[src/rtl/rom_load_ctrl.sv]
// Sequences HPS ioctl ROM downloads (index 0) into three region write ports and holds the game in reset.
// Optional feature: define ROM_LOAD_CHECKSUM_EN to keep an additive checksum of written bytes.
module rom_load_ctrl #(
    parameter int          ADDR_W   = 14,
    parameter logic [24:0] R0_END   = 25'h1FFF,
    parameter logic [24:0] R1_END   = 25'h27FF,
    parameter logic [24:0] R2_END   = 25'h281F,
    parameter int          WR_GAP   = 4,
    parameter int          RST_HOLD = 16
) (
    input  logic              clk_sys,
    input  logic              reset,
    input  logic              ioctl_download,
    input  logic [7:0]        ioctl_index,
    input  logic              ioctl_wr,
    input  logic [24:0]       ioctl_addr,
    input  logic [7:0]        ioctl_dout,
    output logic              ioctl_wait,
    output logic [2:0]        rom_we,
    output logic [ADDR_W-1:0] rom_addr,
    output logic [7:0]        rom_data,
    output logic              game_reset,
    output logic              load_done,
    output logic              overflow_err,
    output logic [7:0]        checksum
);

    typedef enum logic [2:0] {IDLE, LOAD, WRITE, GAP, HOLD, RUN} state_t;

    localparam int GAP_W  = $clog2(WR_GAP + 1);
    localparam int HOLD_W = $clog2(RST_HOLD + 1);

    localparam logic [2:0][24:0] END_TAB  = {R2_END, R1_END, R0_END};
    localparam logic [2:0][24:0] BASE_TAB = {25'(R1_END + 25'd1), 25'(R0_END + 25'd1), 25'd0};

    state_t              state_reg;
    logic [GAP_W-1:0]    gap_cnt_reg;
    logic [HOLD_W-1:0]   hold_cnt_reg;
    logic [2:0]          hit;
    logic [24:0]         base_sel;
    logic                active;

    assign active = ioctl_download && (ioctl_index == 8'd0);

    // Regions are contiguous: each one starts just above the previous one's end.
    genvar gi;
    generate
        for (gi = 0; gi < 3; gi++) begin : g_region
            if (gi == 0) begin : g_first
                assign hit[gi] = (ioctl_addr <= END_TAB[gi]);
            end else begin : g_rest
                assign hit[gi] = (ioctl_addr > END_TAB[gi-1]) && (ioctl_addr <= END_TAB[gi]);
            end
        end
    endgenerate

    always_comb begin
        base_sel = BASE_TAB[2];
        if (hit[0])
            base_sel = BASE_TAB[0];
        else if (hit[1])
            base_sel = BASE_TAB[1];
    end

`ifdef ROM_LOAD_CHECKSUM_EN
    logic [7:0] checksum_reg;
    assign checksum = checksum_reg;
`else
    assign checksum = 8'h00;
`endif

    always_ff @(posedge clk_sys) begin
        if (reset) begin
            state_reg    <= IDLE;
            gap_cnt_reg  <= '0;
            hold_cnt_reg <= '0;
            ioctl_wait   <= 1'b0;
            rom_we       <= 3'b000;
            rom_addr     <= '0;
            rom_data     <= 8'h00;
            game_reset   <= 1'b1;
            load_done    <= 1'b0;
            overflow_err <= 1'b0;
`ifdef ROM_LOAD_CHECKSUM_EN
            checksum_reg <= 8'h00;
`endif
        end else begin
            case (state_reg)
                IDLE, RUN: begin
                    if (active) begin
                        state_reg    <= LOAD;
                        game_reset   <= 1'b1;
                        load_done    <= 1'b0;
                        overflow_err <= 1'b0;
`ifdef ROM_LOAD_CHECKSUM_EN
                        checksum_reg <= 8'h00;
`endif
                    end
                end
                LOAD: begin
                    if (!active) begin
                        state_reg    <= HOLD;
                        hold_cnt_reg <= '0;
                    end else if (ioctl_wr) begin
                        state_reg  <= WRITE;
                        ioctl_wait <= 1'b1;
                        rom_we     <= hit;
                        rom_addr   <= ADDR_W'(ioctl_addr - base_sel);
                        rom_data   <= ioctl_dout;
                    end
                end
                WRITE: begin
                    rom_we <= 3'b000;
                    // A strobe-less write cycle means the byte fell outside every region.
                    if (rom_we == 3'b000)
                        overflow_err <= 1'b1;
`ifdef ROM_LOAD_CHECKSUM_EN
                    if (rom_we != 3'b000)
                        checksum_reg <= checksum_reg + rom_data;
`endif
                    if (WR_GAP <= 1) begin
                        ioctl_wait   <= 1'b0;
                        state_reg    <= active ? LOAD : HOLD;
                        hold_cnt_reg <= '0;
                    end else begin
                        state_reg   <= GAP;
                        gap_cnt_reg <= '0;
                    end
                end
                GAP: begin
                    if (gap_cnt_reg == GAP_W'(WR_GAP - 2)) begin
                        ioctl_wait   <= 1'b0;
                        state_reg    <= active ? LOAD : HOLD;
                        hold_cnt_reg <= '0;
                    end else begin
                        gap_cnt_reg <= gap_cnt_reg + GAP_W'(1);
                    end
                end
                HOLD: begin
                    if (active) begin
                        state_reg    <= LOAD;
                        overflow_err <= 1'b0;
`ifdef ROM_LOAD_CHECKSUM_EN
                        checksum_reg <= 8'h00;
`endif
                    end else if (hold_cnt_reg == HOLD_W'(RST_HOLD - 1)) begin
                        state_reg  <= RUN;
                        game_reset <= 1'b0;
                        load_done  <= 1'b1;
                    end else begin
                        hold_cnt_reg <= hold_cnt_reg + HOLD_W'(1);
                    end
                end
                default: state_reg <= IDLE;
            endcase
        end
    end

endmodule
[config.mk]
export PLATFORM = sky130hd
export DESIGN_NAME = rom_load_ctrl
export DESIGN_NICKNAME = d
export VERILOG_FILES = /design/src/rtl/rom_load_ctrl.sv
export SDC_FILE = /design/constraint.sdc
export NUM_CORES = 1
export LEC_CHECK = 0
export ABC_CLOCK_PERIOD_IN_PS = 6000
export BUFFER_PORTS_ARGS = -buffer_cell sky130_fd_sc_hd__buf_4
export CAP_MARGIN = 15
export CORE_MARGIN = 8
export CORE_UTILIZATION = 51
export CTS_CLUSTER_DIAMETER = 40
export DETAILED_ROUTE_END_ITERATION = 10
export PLACE_DENSITY = 0.95
export SYNTH_ARGS = -nofsm -noshare
export SYNTH_HDL_FRONTEND = slang
export SYNTH_SLANG_ARGS = --single-unit
[constraint.sdc]
create_clock -name clk_sys -period 6 [get_ports clk_sys]
set_clock_uncertainty 0.15 [all_clocks]
set_input_delay 0 -clock clk_sys [delete_from_list [all_inputs] [get_ports clk_sys]]
set_output_delay 0 -clock clk_sys [all_outputs]
set_load 0.02 [all_outputs]
==> metrics, run 1 <==
Reg clk slew, reported paths=0.09 ns; worst hold path type=in -> reg; total CTS buffers=5; sequential fraction of design power=0.495; gr ovfl total=0; Primary FF master, synth=dfxtp_1; status=completed; VDD IR-drop max=0.1333 mV; Tmin final=2.940 ns; vias per cell=slightly below 6; cell count after synthesis=238; DR DRC count=0; Clock Latency Late Sink=0.30 ns; detailed-route wire length=7.835 mm; Core Area=3661 um2; cell chain of the critical path=and2b_1, nand3_2, nor3_4, nand2_1, a21oi_1, dlygate4sd3_1; Longest Clk Path Bufs=2; max FFs per register=14; Post-synth EDFFs=0; first-pass GRT wire length=12.50 mm; Mapped Avg Cell Area=8.159 um2; Clk pwr share=0.360; final count of negative-setup-slack endpoints=0; crit share post-route=0.4900; worst r2r src=state_reg[0]; GP Congestion=between 0.8 and 0.9; Setup Total Neg Slack=0 ns; Clock Root Buffer=clkbuf_8; power share of the combinational group=0.146; switching share of total power=0.2663; R2R Setup Slk=3.06 ns; P per Cell Area=183.0 nW/um2; Clock Sinks=40; largest net degree at the start of global routing=34; Least-Margin Pin Slew=roughly 0.91 ns; site row count=22; crit start category=flip-flop; Final Hold Viols=0; arrival time worst endpoint=3.03 ns; Multi-input gate area=1026 um2; Tot GR Track Use=0.2566; Starting DRT DRC Count=363; PostCTS Resize Cnt=0; sequential element share of the synthesized area=0.4124; RSZ-0062 raised after global routing=no; DRT Pass-1 Iters=5; R2R cell count=6; H-tree depth=2; WL/cell=19.74 um; max_cap viols=0; tightest hold margin=0.06005 ns; Storage cell area=between 800 and 900 um2; commonest non-fill, non-tap cell in the layout=buf_4; required time of the critical path=6.09 ns; Syn-to-layout area delta=53.42%; Die W=77.71 um; crit path kind=reg -> reg; diodes inserted=0; WHS Endpoint=state_reg[2]; Hold Path Stages=4; slowest stage delay, CP=about 0.79 ns; DRT antenna net count=0; hold buffers post-CTS=between 40 and 50; Post-CTS Setup Inserts=0; DP HPWL=3.994 mm; DR vias=2315; buffers added on ports=73; Switch Pwr=0.0001452 W; Pint=around 0.0004 W; Cell variety after synth=46; Leak=1.281 nW; Slew HR=0.3945; Fill cells=184; Slew Limit Fails=0; RR Endpoint=rom_data[3]; Mapped Area=between 1500 and 2000 um2; Critical-path top delay cell=nor3_4; Initial Utilization=0.5304; Ys Warns=0; die area=6038 um2; critical-path maximum fanout=24; antenna violations before repair=0; Net count, final=399; vias in the first global route=2367; most frequent cells in the layout=73 x buf_4, 53 x nand2_1, 42 x dlygate4sd3_1; ys async rst share=0; layout cell share with drive strength beyond 1=0.2579; height of the die=~78 um; TritonCTS clock tree=done; nature of the critical path endpoint=flip-flop; IO Count=about 80; FF+latch count, synth=40; Fmax=0.3401 GHz; hold_sp=ioctl_index[7]
-- synthesized netlist by cell type, types with 2 or more instances --
library cell	instances	area share
o21ai_0	6	0.015
nor4_1	3	0.0097
buf_4	8	0.031
a211oi_1	4	0.015
nand2b_1	2	0.0064
mux2i_1	2	0.010
buf_2	5	0.013
clkbuf_1	5	0.0097
nand3_1	4	0.010
nand4_1	2	0.0064
dfxtp_1	40	0.41
xor2_1	2	0.0090
or3_1	4	0.013
and3_1	2	0.0064
a21oi_1	30	0.077
nor2_1	17	0.033
o21a_1	2	0.0077
ha_1	6	0.039
nor3_1	8	0.021
nand2_1	53	0.10
nor2b_1	2	0.0064
inv_1	7	0.014
-- worst max-delay path, delay by kind of cell (launching register included) --
kind	cells	cell delay [ns]
AND/OR/NAND/NOR	4	1.39
buffers and inverters	1	0.61
flip-flops	1	0.53
AO/OA/AOI/OAI	1	0.21
-- stage by stage --
| stage | std cells | power (W) | setup WS (ns) | cell area (um2) | utilization |
|---|---|---|---|---|---|
| 2_1_floorplan | 245 | 0.0003118 | 4.097 | 1968 | - |
| 3_5_place_dp | 347 | 0.0003355 | 3.806 | 2461 | 0.6722 |
| 6_report | 397 | 0.0005452 | 3.060 | 2979 | 0.8137 |
| 5_1_grt | 397 | 0.0005593 | 2.967 | 2979 | 0.8137 |
| 4_1_cts | 397 | 0.0005355 | 3.294 | 2979 | 0.8137 |
| 3_3_place_gp | 347 | 0.0003340 | 3.890 | 2461 | 0.6722 |
-- worst max path at each step --
stage / startpoint / end / slack (ns)
after floorplan: hold_cnt_reg[0] / state_reg[0] / 4.10
after global placement: state_reg[0] / ioctl_wait / 3.89
after detailed placement: state_reg[0] / ioctl_wait / 3.81
after CTS: state_reg[0] / rom_data[2] / 3.29
after global routing: state_reg[0] / rom_data[1] / 2.97
final: state_reg[0] / rom_data[3] / 3.06
-- cell type report --
cell class / count / area share
Timing Repair Buffer: 115 / 0.3251
Multi-Input combinational cell: 179 / 0.3444
Clock inverter: 2 / 0.005040
Inverter: 7 / 0.008820
Clock buffer: 6 / 0.02772
Sequential cell: 40 / 0.2688
Tap cell: 48 / 0.02016
-- layer usage --
layer  up-vias  part of all wire  wire (um)  GRT usage
met5         -                 0          0          0
met3        52             0.083        651    0.05876
met4         0             0.072        565     0.1830
met1      1068              0.35       2774     0.2733
li1       1013                 -          -          -
met2       182              0.49       3844     0.4378
-- cell families after synthesis --
family / count (synthesis) / share of synthesized area
AND/OR/NAND/NOR: 111 / 0.2958
AO/OA/AOI/OAI: 49 / 0.1546
flip-flops: 40 / 0.4124
buffers and inverters: 26 / 0.07281
adder cells (fa/ha/maj): 6 / 0.03866
XOR/XNOR: 3 / 0.01353
multiplexers: 2 / 0.01031
other: 1 / 0.001931
-- power by group through the flow --
stage / Sequential, W / Clock, W / Combinational (W)
floorplan: 0.000273 / 0 / 0.0000387
global placement: 0.000275 / 0 / 0.0000588
detailed placement: 0.000275 / 0 / 0.0000601
CTS: 0.000269 / 0.000193 / 0.0000729
global route: 0.000270 / 0.000206 / 0.0000837
finish: 0.000270 / 0.000196 / 0.0000795
Power figures use the tool's default switching activity.
==> run 2: changes to the inputs <==
Settings changed: ABC_CLOCK_PERIOD_IN_PS 6000 to 2600, CORE_UTILIZATION 51 to 43, PLACE_DENSITY 0.95 to 0.88.
Clock period 6 ns to 2.6 ns, I/O delays scaled along.
==> run 2 against run 1 <==
  * Cell count shrank 3.0%
  * Via count fell by 13%
  * Power grew 140%
  * Die area rose by 15%
  * First-iteration DRC count shrank 49%
  * Worst setup slack got worse by 2.7 ns
  * Routed wire length down 20%
  * Count of clock-buffer cells in the layout down 1
==> metrics, run 2 (synthesized netlist as in run 1, its figures left out) <==
height of the die=83.20 um; power share of the combinational group=0.132; required time of the critical path=roughly 2.6 ns; DRT antenna net count=0; Tot GR Track Use=0.1744; vias in the first global route=2031; H-tree depth=2; DR vias=between 2000 and 2500; status=completed; Clock Latency Late Sink=0.30 ns; Starting DRT DRC Count=184; wl on met1=2.362 mm; uppermost routed layer=met4; Switch Pwr=approximately 0.00032 W; most frequent cells in the layout=74 x buf_4, 53 x nand2_1, 40 x dfxtp_1; Slew HR=0.4791; slowest stage delay, CP=0.73 ns; Clock Root Buffer=clkbuf_8; Clock Sinks=40; P per Cell Area=464.2 nW/um2; Setup Total Neg Slack=0 ns; site row count=24; pre-CTS setup slack=approximately 0.48 ns; gr ovfl total=0; buffers added on ports=between 70 and 80; crit share post-route=0.8489; IO Count=82; DP HPWL=~4 mm; WL/cell=16.29 um; layout cell share with drive strength beyond 1=0.2733; vias per cell=about 5.2; Die W=83.20 um; Slew Limit Fails=0; GP Congestion=~0.8; Pint=approximately 0.0010 W; Syn-to-layout area delta=46.20%; Longest Clk Path Bufs=2; DR WL met2=about 3.2 mm; arrival time worst endpoint=2.24 ns; worst r2r src=state_reg[0]; crit start category=flip-flop; Post-CTS Setup Inserts=0; final count of negative-setup-slack endpoints=0; nature of the critical path endpoint=flip-flop; RSZ-0062 raised after global routing=no; cell chain of the critical path=and2b_1, nand3_2, or3_1, nand2_1, a21oi_1; Final Hold Viols=0; crit path kind=reg -> reg; worst hold path type=in -> reg; Least-Margin Pin Slew=0.7813 ns; Core Area=4354 um2; total CTS buffers=5; Critical-path top delay cell=or3_1; worst setup path start=state_reg[0]; met3 wire length=~330 um; max_cap viols=0; setup slack after layout=0.3929 ns; diodes inserted=0; max FFs per register=14; detailed-route wire length=roughly 6.3 mm; Initial Utilization=0.4460; hold_sp=ioctl_wr; critical-path maximum fanout=22; first-pass GRT wire length=about 10 mm; antenna violations before repair=0; Leak=1.182 nW; switching share of total power=0.2429; Fmax=0.4531 GHz; Finished Core Util=0.6520; Reg clk slew, reported paths=~0.080 ns; DR DRC count=0; DRT Pass-1 Iters=4; Clk pwr share=0.397; largest net degree at the start of global routing=34; commonest non-fill, non-tap cell in the layout=buf_4; Net count, final=383; TritonCTS clock tree=done; sequential fraction of design power=0.471; Tmin final=2.207 ns; VDD IR-drop max=0.2728 mV; die area=6922 um2
## run 2: metal layers
metal  vias to the layer above  track usage
met4                         0       0.1422
met2                        74       0.3020
met1                       922       0.1752
met5                         -            0
met3                        28      0.03906
li1                        986            -
## run 2: power by group through the flow
stage	clock, W	sequential, W	combinational (W)
floorplan	0	0.000630	0.0000892
global placement	0	0.000635	0.000135
detailed placement	0	0.000635	0.000138
CTS	0.000534	0.000621	0.000168
global route	0.000559	0.000622	0.000185
finish	0.000523	0.000621	0.000173
## run 2: critical path: cells and delay by family, from the launching register on
family | cells | cell delay (ns)
AOI/OAI and AO/OA | 1 | 0.09
DFF | 1 | 0.49
and+or+nand+nor | 4 | 1.34
## run 2: path summary, 6_finish.rpt
path / endpoint / slack (ns) / depth (start not counted)
worst min register to register: rom_addr[4] / 0.31 / 2
worst min-delay path: ioctl_wait / 0.01 / 5
worst max register to register: rom_addr[1] / 0.39 / 5
worst max-delay path: rom_addr[1] / 0.39 / 5
## run 2: cell type report
type                    instances  area [um2]
flip-flops and latches         40       800.8
well taps                      52       65.06
clock inverters                 3       46.29
clock buffers                   5       68.82
multi-input cells             179        1026
repair buffers                 99       805.8
fillers                       305        1515
inverters                       7       26.28
## run 2: stage by stage
stage / std cells / power, W / hold slack (ns) / instance area (um2)
after floorplan: 245 / 0.0007194 / -0.009546 / 1968
after global placement: 352 / 0.0007699 / 0.1075 / 2474
after detailed placement: 352 / 0.0007738 / 0.1127 / 2474
after CTS: 385 / 0.001324 / 0.01744 / 2839
after global routing: 385 / 0.001366 / 0.04508 / 2839
final: 385 / 0.001318 / 0.01312 / 2839
## run 2: timing repair
item	CTS	global route
endpoints found under the hold margin	34	0
hold buffers	25	0
resized for setup	0	0
==> run 3: changes to the inputs <==
Settings changed: ABC_CLOCK_PERIOD_IN_PS 2600 to 2200, CORE_UTILIZATION 43 to 47, PLACE_DENSITY 0.88 to 0.91.
Clock period 2.6 ns to 2.2 ns, I/O delays scaled along.
==> run 3 against run 2 <==
  * Combinational power rose by 17%
  * Critical endpoint is now rom_data[0]
  * Routed wire length fell by 5.1%
  * Non-clock buffer count rose by 1
  * Clock power rose by 17%
  * Worst setup slack got worse by 0.19 ns
  * Global-route usage rose by 0.69 points
  * Sequential share of layout area barely moved
  * Largest cell class unchanged
==> metrics, run 3 (synthesized netlist as in run 1, its figures left out) <==
DRT antenna net count=0; setup slack after layout=0.2030 ns; Leak=1.188 nW; worst setup path start=state_reg[0]; Reg clk slew, reported paths=~0.080 ns; first-pass GRT wire length=9.211 mm; buffers plus inverters on the worst setup path=1; Hold Path Stages=5; layout cell share with drive strength beyond 1=0.2844; commonest non-fill, non-tap cell in the layout=buf_4; Tot GR Track Use=0.1814; vias in the first global route=just under 2000; buffers added on ports=73; TritonCTS clock tree=done; arrival time worst endpoint=2.02 ns; vias per cell=5.177; hold_sp=ioctl_addr[16]; crit share post-route=0.9077; H-tree depth=2; Initial Utilization=0.4855; number of cells on the critical path=6; required time of the critical path=2.22 ns; R2R cell count=6; diodes inserted=0; status=completed; Tmin final=1.997 ns; detailed-route wire length=5.952 mm; Clock Sinks=40; worst r2r src=state_reg[0]; critical-path maximum fanout=22; WL/cell=15.50 um; DR vias=around 2000; Core Area=4000 um2; Finished Core Util=0.7107; Fmax=approximately 0.5 GHz; pre-CTS setup slack=0.1885 ns; height of the die=roughly 80 um; site row count=23; DRT Pass-1 Iters=4; R2R Setup Slk=0.20 ns; final count of negative-setup-slack endpoints=0; DR DRC count=0; Final Hold Viols=0; Post-CTS Setup Inserts=0; Die W=80.28 um; crit start category=flip-flop; largest net degree at the start of global routing=34; RR Endpoint=rom_data[0]; worst hold path type=in -> reg; total CTS buffers=5; VDD IR-drop max=0.3996 mV; Worst path top cell family by delay=simple AND/OR/NAND/NOR gates; Net count, final=between 300 and 400; Slew Limit Fails=0; max FFs per register=14; Starting DRT DRC Count=about 170; Critical-path top delay cell=dfxtp_1; Syn-to-layout area delta=46.39%; max_cap viols=0; antenna violations before repair=0; GP Congestion=0.7933; die area=6444 um2; WHS Endpoint=rom_we[2]; Longest Clk Path Bufs=2; IO Count=between 80 and 90; slowest stage delay, CP=approximately 0.50 ns; P per Cell Area=544.8 nW/um2; Clock Root Buffer=clkbuf_8; cell chain of the critical path=and2b_1, nand3_2, or3_1, buf_4, nand2_1, a21oi_1; tightest hold margin=roughly 0.044 ns; Setup Total Neg Slack=0 ns; RSZ-0062 raised after global routing=no; crit path kind=reg -> reg; Fill cells=270; DP HPWL=3.953 mm; nature of the critical path endpoint=flip-flop; most frequent cells in the layout=77 x buf_4, 53 x nand2_1, 40 x dfxtp_1; Clock Latency Late Sink=0.30 ns; gr ovfl total=0
## run 3: tightest hold or removal path, stage by stage
cell	delay, ns
buf_4	0.08
nor3_1	0.03
and3_1	0.19
nand4_1	0.09
a21oi_1	0.06
## run 3: report_power, final
group	internal [W]	switching, W
registers	0.000726	0.00000829
logic	0.000110	0.0000924
clock network	0.000342	0.000270
## run 3: worst max-delay path by stage
stage                   end  slack, ns
3_5_place_dp   state_reg[0]       0.19
2_1_floorplan  state_reg[0]       0.30
4_1_cts        state_reg[0]       0.16
5_1_grt        state_reg[0]       0.07
6_report        rom_data[0]       0.20
3_3_place_gp   state_reg[0]       0.24
## run 3: timing repair
| action | 4_1_cts | 5_1_grt |
|---|---|---|
| endpoints found under the setup margin | 0 | 1 |
| hold buffers | 23 | 0 |
| endpoints found under the hold margin | 35 | 0 |
| resized for setup | 0 | 1 |
## run 3: stage by stage
step | cell area [um2] | total power [W] | cells
floorplan | 1968 | 0.0008502 | 245
global placement | 2494 | 0.0009109 | 353
detailed placement | 2494 | 0.0009162 | 353
CTS | 2840 | 0.001562 | 384
global route | 2843 | 0.001606 | 384
finish | 2843 | 0.001549 | 384
## run 3: area by class of cell
type / count / area [um2] / share of cell area
Multi-Input combinational cell: 179 / 1028 / 0.3618
Timing Repair Buffer: 100 / 808.3 / 0.2843
Sequential cell: 40 / 800.8 / 0.2817
Clock buffer: 5 / 68.82 / 0.02421
Tap cell: 50 / 62.56 / 0.02201
Clock inverter: 3 / 47.55 / 0.01673
Inverter: 7 / 26.28 / 0.009243
## run 3: routing by layer
layer,wire (um),global-route usage,vias up
met4,182,0.09636,0
met3,458,0.05580,15
met2,3126,0.3298,79
met5,0,0,-
li1,-,-,987
met1,2185,0.1796,907
